$ cat src/rtl/ram_copy_engine_if.sv
// Command and RAM-port bundle for ram_copy_engine.
// The slave side is the engine; the master side is the controller plus the RAM.
interface ram_copy_engine_if #(
    parameter int DATA_WIDTH = 8,
    parameter int ADDR_WIDTH = 8
);
    logic                  START_I;
    logic                  MODE_I;
    logic [ADDR_WIDTH-1:0] SRC_I;
    logic [ADDR_WIDTH-1:0] DST_I;
    logic [ADDR_WIDTH:0]   LEN_I;
    logic [DATA_WIDTH-1:0] FILL_I;
    logic                  BUSY_O;
    logic                  DONE_O;
    logic [ADDR_WIDTH:0]   COUNT_O;
    logic                  RAM_WE_O;
    logic [ADDR_WIDTH-1:0] RAM_ADDR_O;
    logic [DATA_WIDTH-1:0] RAM_DATA_O;
    logic [DATA_WIDTH-1:0] RAM_DATA_I;

    modport master (
        output START_I, MODE_I, SRC_I, DST_I, LEN_I, FILL_I, RAM_DATA_I,
        input  BUSY_O, DONE_O, COUNT_O, RAM_WE_O, RAM_ADDR_O, RAM_DATA_O
    );

    modport slave (
        input  START_I, MODE_I, SRC_I, DST_I, LEN_I, FILL_I, RAM_DATA_I,
        output BUSY_O, DONE_O, COUNT_O, RAM_WE_O, RAM_ADDR_O, RAM_DATA_O
    );
endinterface

$ cat src/rtl/ram_copy_engine.sv
// Block copy / constant fill engine driving a single-port RAM whose read
// data appears the cycle after the address (copy = 2 cycles/word, fill = 1).
module ram_copy_engine #(
    parameter int DATA_WIDTH = 8,
    parameter int ADDR_WIDTH = 8
) (
    input  logic                 CLK_I,
    input  logic                 RSTN_I,
    ram_copy_engine_if.slave     bus
);
    localparam logic [2:0] ST_IDLE = 3'd0;
    localparam logic [2:0] ST_RD   = 3'd1;
    localparam logic [2:0] ST_WR   = 3'd2;
    localparam logic [2:0] ST_FILL = 3'd3;
    localparam logic [2:0] ST_FIN  = 3'd4;

    localparam logic [ADDR_WIDTH:0] DEPTH = {1'b1, {ADDR_WIDTH{1'b0}}};

    logic [2:0]            state_q, state_d;
    logic [ADDR_WIDTH-1:0] src_q, src_d;
    logic [ADDR_WIDTH-1:0] dst_q, dst_d;
    logic [ADDR_WIDTH:0]   rem_q, rem_d;
    logic [ADDR_WIDTH:0]   count_q, count_d;
    logic [DATA_WIDTH-1:0] fill_q, fill_d;
    logic [ADDR_WIDTH:0]   len_eff;

    // A block can never exceed the RAM depth; longer requests are clipped.
    assign len_eff = (bus.LEN_I > DEPTH) ? DEPTH : bus.LEN_I;

    always_comb begin
        state_d = state_q;
        src_d   = src_q;
        dst_d   = dst_q;
        rem_d   = rem_q;
        count_d = count_q;
        fill_d  = fill_q;
        case (state_q)
            ST_IDLE: begin
                if (bus.START_I) begin
                    src_d   = bus.SRC_I;
                    dst_d   = bus.DST_I;
                    rem_d   = len_eff;
                    fill_d  = bus.FILL_I;
                    count_d = '0;
                    if (len_eff == '0)
                        state_d = ST_FIN;
                    else
                        state_d = bus.MODE_I ? ST_FILL : ST_RD;
                end
            end
            ST_RD: state_d = ST_WR;
            ST_WR: begin
                src_d   = src_q + 1'b1;
                dst_d   = dst_q + 1'b1;
                rem_d   = rem_q - 1'b1;
                count_d = count_q + 1'b1;
                state_d = (rem_q == 1) ? ST_FIN : ST_RD;
            end
            ST_FILL: begin
                dst_d   = dst_q + 1'b1;
                rem_d   = rem_q - 1'b1;
                count_d = count_q + 1'b1;
                state_d = (rem_q == 1) ? ST_FIN : ST_FILL;
            end
            ST_FIN:  state_d = ST_IDLE;
            default: state_d = ST_IDLE;
        endcase
    end

    always_ff @(posedge CLK_I or negedge RSTN_I) begin
        if (!RSTN_I) begin
            state_q <= ST_IDLE;
            src_q   <= '0;
            dst_q   <= '0;
            rem_q   <= '0;
            count_q <= '0;
            fill_q  <= '0;
        end else begin
            state_q <= state_d;
            src_q   <= src_d;
            dst_q   <= dst_d;
            rem_q   <= rem_d;
            count_q <= count_d;
            fill_q  <= fill_d;
        end
    end

    // RAM strobes decode from state only, so an asynchronous reset kills a write at once.
    always_comb begin
        bus.RAM_WE_O   = 1'b0;
        bus.RAM_ADDR_O = '0;
        bus.RAM_DATA_O = '0;
        case (state_q)
            ST_RD: begin
                bus.RAM_ADDR_O = src_q;
            end
            ST_WR: begin
                bus.RAM_WE_O   = 1'b1;
                bus.RAM_ADDR_O = dst_q;
                bus.RAM_DATA_O = bus.RAM_DATA_I;
            end
            ST_FILL: begin
                bus.RAM_WE_O   = 1'b1;
                bus.RAM_ADDR_O = dst_q;
                bus.RAM_DATA_O = fill_q;
            end
            default: begin
                bus.RAM_WE_O   = 1'b0;
            end
        endcase
    end

    assign bus.BUSY_O  = (state_q != ST_IDLE);
    assign bus.DONE_O  = (state_q == ST_FIN);
    assign bus.COUNT_O = count_q;
endmodule

$ cat src/flat_wrapper.sv
// flat-port wrapper written by rule: the top's interface ports become plain ports
module ram_copy_engine_flat 
#(
    parameter int DATA_WIDTH = 8,
    parameter int ADDR_WIDTH = 8
)
  (CLK_I, RSTN_I, bus_START_I, bus_MODE_I, bus_SRC_I, bus_DST_I, bus_LEN_I, bus_FILL_I, bus_RAM_DATA_I, bus_BUSY_O, bus_DONE_O, bus_COUNT_O, bus_RAM_WE_O, bus_RAM_ADDR_O, bus_RAM_DATA_O);
  ram_copy_engine_if #(.DATA_WIDTH(DATA_WIDTH), .ADDR_WIDTH(ADDR_WIDTH)) bus_i ();
  input  logic CLK_I;
  input  logic RSTN_I;
  input wire logic [$bits(bus_i.START_I)-1:0] bus_START_I;
  input wire logic [$bits(bus_i.MODE_I)-1:0] bus_MODE_I;
  input wire logic [$bits(bus_i.SRC_I)-1:0] bus_SRC_I;
  input wire logic [$bits(bus_i.DST_I)-1:0] bus_DST_I;
  input wire logic [$bits(bus_i.LEN_I)-1:0] bus_LEN_I;
  input wire logic [$bits(bus_i.FILL_I)-1:0] bus_FILL_I;
  input wire logic [$bits(bus_i.RAM_DATA_I)-1:0] bus_RAM_DATA_I;
  output wire logic [$bits(bus_i.BUSY_O)-1:0] bus_BUSY_O;
  output wire logic [$bits(bus_i.DONE_O)-1:0] bus_DONE_O;
  output wire logic [$bits(bus_i.COUNT_O)-1:0] bus_COUNT_O;
  output wire logic [$bits(bus_i.RAM_WE_O)-1:0] bus_RAM_WE_O;
  output wire logic [$bits(bus_i.RAM_ADDR_O)-1:0] bus_RAM_ADDR_O;
  output wire logic [$bits(bus_i.RAM_DATA_O)-1:0] bus_RAM_DATA_O;
  assign bus_i.START_I = bus_START_I;
  assign bus_i.MODE_I = bus_MODE_I;
  assign bus_i.SRC_I = bus_SRC_I;
  assign bus_i.DST_I = bus_DST_I;
  assign bus_i.LEN_I = bus_LEN_I;
  assign bus_i.FILL_I = bus_FILL_I;
  assign bus_i.RAM_DATA_I = bus_RAM_DATA_I;
  assign bus_BUSY_O = bus_i.BUSY_O;
  assign bus_DONE_O = bus_i.DONE_O;
  assign bus_COUNT_O = bus_i.COUNT_O;
  assign bus_RAM_WE_O = bus_i.RAM_WE_O;
  assign bus_RAM_ADDR_O = bus_i.RAM_ADDR_O;
  assign bus_RAM_DATA_O = bus_i.RAM_DATA_O;
  ram_copy_engine #(.DATA_WIDTH(DATA_WIDTH), .ADDR_WIDTH(ADDR_WIDTH)) u_core (.CLK_I(CLK_I), .RSTN_I(RSTN_I), .bus(bus_i));
endmodule
$ cat config.mk
export PLATFORM = sky130hd
export DESIGN_NAME = ram_copy_engine_flat
export DESIGN_NICKNAME = d
export VERILOG_FILES = /design/src/rtl/ram_copy_engine_if.sv /design/src/rtl/ram_copy_engine.sv /design/src/flat_wrapper.sv
export SDC_FILE = /design/constraint.sdc
export NUM_CORES = 1
export LEC_CHECK = 0
export BUFFER_PORTS_ARGS = -buffer_cell sky130_fd_sc_hd__buf_2
export CAP_MARGIN = 20
export CORE_MARGIN = 4
export CORE_UTILIZATION = 40
export DETAILED_ROUTE_END_ITERATION = 8
export MAX_ROUTING_LAYER = met4
export PLACE_DENSITY = 0.62
export SLEW_MARGIN = 0
export SYNTH_ARGS = -nofsm -noshare
export SYNTH_HDL_FRONTEND = slang
export SYNTH_SLANG_ARGS = --single-unit
$ cat constraint.sdc
create_clock -name CLK_I -period 4.5 [get_ports CLK_I]
set_input_delay 0.675 -clock CLK_I [delete_from_list [all_inputs] [get_ports CLK_I]]
set_output_delay 0.675 -clock CLK_I [all_outputs]
set_load 0.05 [all_outputs]
[Yosys cells after proc, flatten, opt, wreduce, memory -nomap -nowiden]
Index checks and enable logic that the tools add are counted.
Operators by class
  add/subtract/negate cells: 4
  order comparisons: 1
  equal/unequal tests: 6
  multiplexer cells: 18
  reductions and logical operators: 9
Operators by type and width (number)
  $pmux 8 s2: 4
  $pmux 9 s2: 2
  $mux 9: 3
  $add 8x1->8 const B: 2
  $mux 8: 2
  $mux 3: 4
  $pmux 3 s4: 1
  $add 9x1->9 const B: 1
  $eq 9x1->1 const B: 1
  $gt 9x9->1 const B: 1
  $logic_not 9->1: 1
  $sub 9x1->9 const B: 1
  $eq 3x2->1 const B: 2
  $reduce_and 2->1: 3
  $reduce_bool 2->1: 2
  $eq 3x1->1 const B: 1
  $eq 3x3->1 const B: 1
  $logic_not 3->1: 1
  $reduce_bool 3->1: 1
  $mux 2: 1
  $ne 2x2->1 const B: 1
  $reduce_or 2->1: 1
  $mux 1: 1
Storage, ports and cells
  register bits: 45
  bits of input ports: 45
  output and inout port bits: 28
  word-level logic and storage cells: 44

[Longest topological paths before layout]
  depth after elaboration: 6
  depth in mapped cells: 7
  gate-level depth less buffers: 5

[Worst setup path after synthesis]
OpenSTA, ideal clock, no wires.
  kind: reg2out
  start point: register u_core.state_q[2]
  end point: output bus_RAM_DATA_O[0]
  arrival time: 1.805 ns
  data required time: 3.825 ns
  slack: 2.020 ns
  cell stages (with the launch flop): 6
  buffers on the path: 3
  cell sequence: dfrtp_1 -> buf_2 -> nand2b_1 -> clkbuf_1 -> buf_2 -> nor2_1
On the way
  word-level cells in the longest chain between the ends: 2
  elaborated cells between the ends (all ways): 3
  classes of those cells: eq/ne (2); mux (1)
Ends and longest elaborated chain
  from (decl): RTL line ram_copy_engine.sv:19  | logic [2:0] state_q, state_d;
  from (signal assigned): RTL line ram_copy_engine.sv:79  | state_q <= state_d;
  $eq 3x2->1: RTL line ram_copy_engine.sv:93  | case (state_q)
  $pmux 8 s2 (*): RTL line ram_copy_engine.sv:93
  to (decl): RTL line flat_wrapper.sv:23  | output wire logic [$bits(bus_i.RAM_DATA_O)-1:0] bus_RAM_DATA_O;
Mark *: on every way between the ends. The rest lies on a longest branch, timed or not.

[Worst setup path after layout]
  start point: register u_core.state_q[0]
  end point: output bus_RAM_ADDR_O[1]
On the way
  word-level cells in the longest chain between the ends: 3
  elaborated cells between the ends (all ways): 5
  classes of those cells: eq/ne (3); mux (1); reduce/logical (1)
Ends and longest elaborated chain
  $eq 3x2->1: RTL line ram_copy_engine.sv:93
  $reduce_or 2->1 (no line)
  $pmux 8 s2 (*): RTL line ram_copy_engine.sv:93
  to (decl): RTL line flat_wrapper.sv:22  | output wire logic [$bits(bus_i.RAM_ADDR_O)-1:0] bus_RAM_ADDR_O;
Marks and branches as above.

==> results.cfg <==
[critical_path]
worstPathCellList = inv_1 > nor2_1 > a22oi_1 > nor2_1 > buf_2
critical_path_class = reg -> out
r2r_start = u_core.state_q[0]$_DFFE_PN0P_
cpPeakStageDelay_ns = 0.83
crit_buf_inv = 2
end_kind = primary output
r2r_cells = 4
critPathArrivalTime_ns = 2.29
reg2reg_to = u_core.src_q[4]$_DFFE_PN0P_
worstSetupPathDepth = 5
cp_common_cell = nor2_1
crit_family = flip-flops
worstPathMaxFanout = 16
startpoint_type = flop
slowest_stage = dfrtp_1
crit_required_ns = 3.83
reg2reg_slack_ns = 2.40

[clock_network]
cts_tree = done
cts_resized = 0
insertion_delay_ns = 0.30
clockBufferDepth = 2
clock-sinks = 45
cts_made_buffers = 5
cts-root-buf = clkbuf_8
post_cts_buffers = 0
cts_hold_buf = 0
clkSlewWorstSetupHoldPaths_ns = 0.08
h-tree-depth = 2

[final_layout]
final_cell_mix = buf_2 (72), nand2_1 (46), dfrtp_1 (45)
nFillCells = 640
antenna_cells = 0
syn_to_final_growth_pct = 19.34
utilization_pct = 48.91
fin_area_um2 = 3088
fin_nets = 403
drive_gt1_share_pct = 26.35
layout_commonest_cell = buf_2
finalNonFillerCells = 430

[floorplan]
die_y_um = 88.43
start_util_pct = 40.98
die_w_um = 88.43
rows = 29
core-area_um2 = 6314
dieArea_um2 = 7820
ioPinCount = 73

[hold_path]
hold_path.class = in -> async

[sta]
hold_ws_ns = 0.2268
tightest_slew_ns = 0.7372
setup_viol = 0
period_share_pct = 65.81
finalHoldViolCount = 0
clock.fmax_mhz = 337.7
fin_skew_ns = 0.005589
min_period_ns = 2.961
finalSetupTns_ns = 0
drv_slew = 0
rsz0062_at_grt = no
slew_headroom_pct = 50.85

[global_route]
antenna_found_initial = 0
grt_usage_pct = 18.93
grt_pass1_vias = 2299
grt_max_degree = 46
grt_pass1_wl_um = 11330
grt_overflow = 0

[yosys]
synth_top_cell_by_area = dfrtp_1
synth_top_area_share_pct = 43.52
synthMuxAreaShare_pct = 3.095
synthCells = 286
synth-compound-area-share_pct = 20.50
synth_nets = 336
yosys-top-cells-area = dfrtp_1 (44%), nand2_1 (6.7%), nor2_1 (5.2%), a22oi_1 (3.8%), mux2i_1 (3.1%)
ys_warn_count = 0
synth_area_um2 = 2587
synth_xor_area_share_pct = 1.692
synth_ff_type = dfrtp_1
synth_top_family_by_area = simple AND/OR/NAND/NOR gates
ys_types = 55
synth-adder-area-share_pct = 2.418
synthSimpleGateAreaFrac_pct = 23.98
yosysSeqAreaShare_pct = 43.52
async_flop_share_pct = 100.0
syn_avg_cell_area_um2 = 9.047
synth-edff-count = 0
ys_seq_elements = 45

[outcome]
status = finished clean

[routing]
wl_um = 6607
drt-initial-drc-count = 80
vias_per_cell = 5.435
final_antenna_net_count = 0
dr_total_vias = 2337
drcViolationCount = 0
first_pass_iters = 4
wire_per_inst_um = 15.37

[pwr]
p_leak_uw = 0.001493
vdd_drop_max_mv = 0.6608
power-per-cell-area_nw_per_um2 = 799.1

[place]
portBuffers = 72
gp_congestion = 0.8407
place_area_um2 = 2982
post-place-cells = 422
dpl.hpwl_um = 4684

[job]
drv_cap = 0
synthesized netlist by cell type, types with 4 or more instances:
library cell,count
buf_2,6
dfrtp_1,45
o22ai_1,4
nand3_1,8
nand2_1,46
nor3_1,7
ha_1,5
a211oi_1,4
inv_1,9
o211ai_1,6
o21ai_0,12
nor2_1,36
clkbuf_1,5
mux2i_1,8
xor2_1,4
a22oi_1,13
a21oi_1,13
and3_1,4
stage by stage:
stage               setup slack (ns)  power [µW]
floorplan                      2.020        1895
global placement               1.993        2204
detailed placement             1.860        2225
CTS                            1.523        2493
global route                   1.297        2686
finish                         1.539        2467
sequential cells by signal, indices dropped and copies added, names as in the netlist:
name / cells
u_core.dst_q: 8
u_core.rem_q: 9
u_core.src_q: 8
u_core.bus.COUNT_O: 9
u_core.state_q: 3
u_core.fill_q: 8
power breakdown:
part / total, µW / switching (µW) / leakage [µW] / internal, µW
clock network: 256 / 134 / 0.0000443 / 122
registers: 826 / 239 / 0.000539 / 588
logic: 1390 / 944 / 0.000910 / 441
total: 2470 / 1320 / 0.00149 / 1150
area by class of cell:
class | count | area, µm² | share of cell area (%)
multi-input cells | 216 | 1346 | 43.60
repair buffers | 75 | 395.4 | 12.80
inverters | 10 | 37.54 | 1.216
clock buffers | 7 | 86.33 | 2.796
well taps | 77 | 96.34 | 3.120
flip-flops and latches | 45 | 1126 | 36.47
kinds of logic after synthesis:
logic type	count (synthesis)
fa+ha+maj	5
buf+inv	25
simple gates	126
xor+xnor	5
flops	45
compound gates	72
mux	8
metal layers:
layer / vias to the layer above / GRT usage [%] / routed length, µm
li1: 1174 / - / -
met5: - / - / 0
met3: 7 / 4.190 / 448
met4: 0 / 4.121 / 68
met1: 1093 / 25.26 / 3035
met2: 63 / 29.64 / 3055
how the worst max path moves through the flow:
| stage | from | endpoint |
|---|---|---|
| after detailed placement | u_core.state_q[0]$_DFFE_PN0P_ | bus_RAM_ADDR_O[0] |
| after floorplan | u_core.state_q[2]$_DFFE_PN0P_ | bus_RAM_DATA_O[0] |
| after CTS | u_core.state_q[0]$_DFFE_PN0P_ | bus_RAM_ADDR_O[0] |
| final | u_core.state_q[0]$_DFFE_PN0P_ | bus_RAM_ADDR_O[1] |
| after global placement | u_core.state_q[0]$_DFFE_PN0P_ | bus_RAM_ADDR_O[2] |
| after global routing | u_core.state_q[0]$_DFFE_PN0P_ | bus_RAM_ADDR_O[2] |
worst register-to-register path, stage by stage, from the launching register on:
cell	delay, ns
dfrtp_1	0.66
or4b_4	0.86
o21ai_2	0.17
a21oi_1	0.10
a311oi_2	0.23
(Power assumes the default switching activity.)
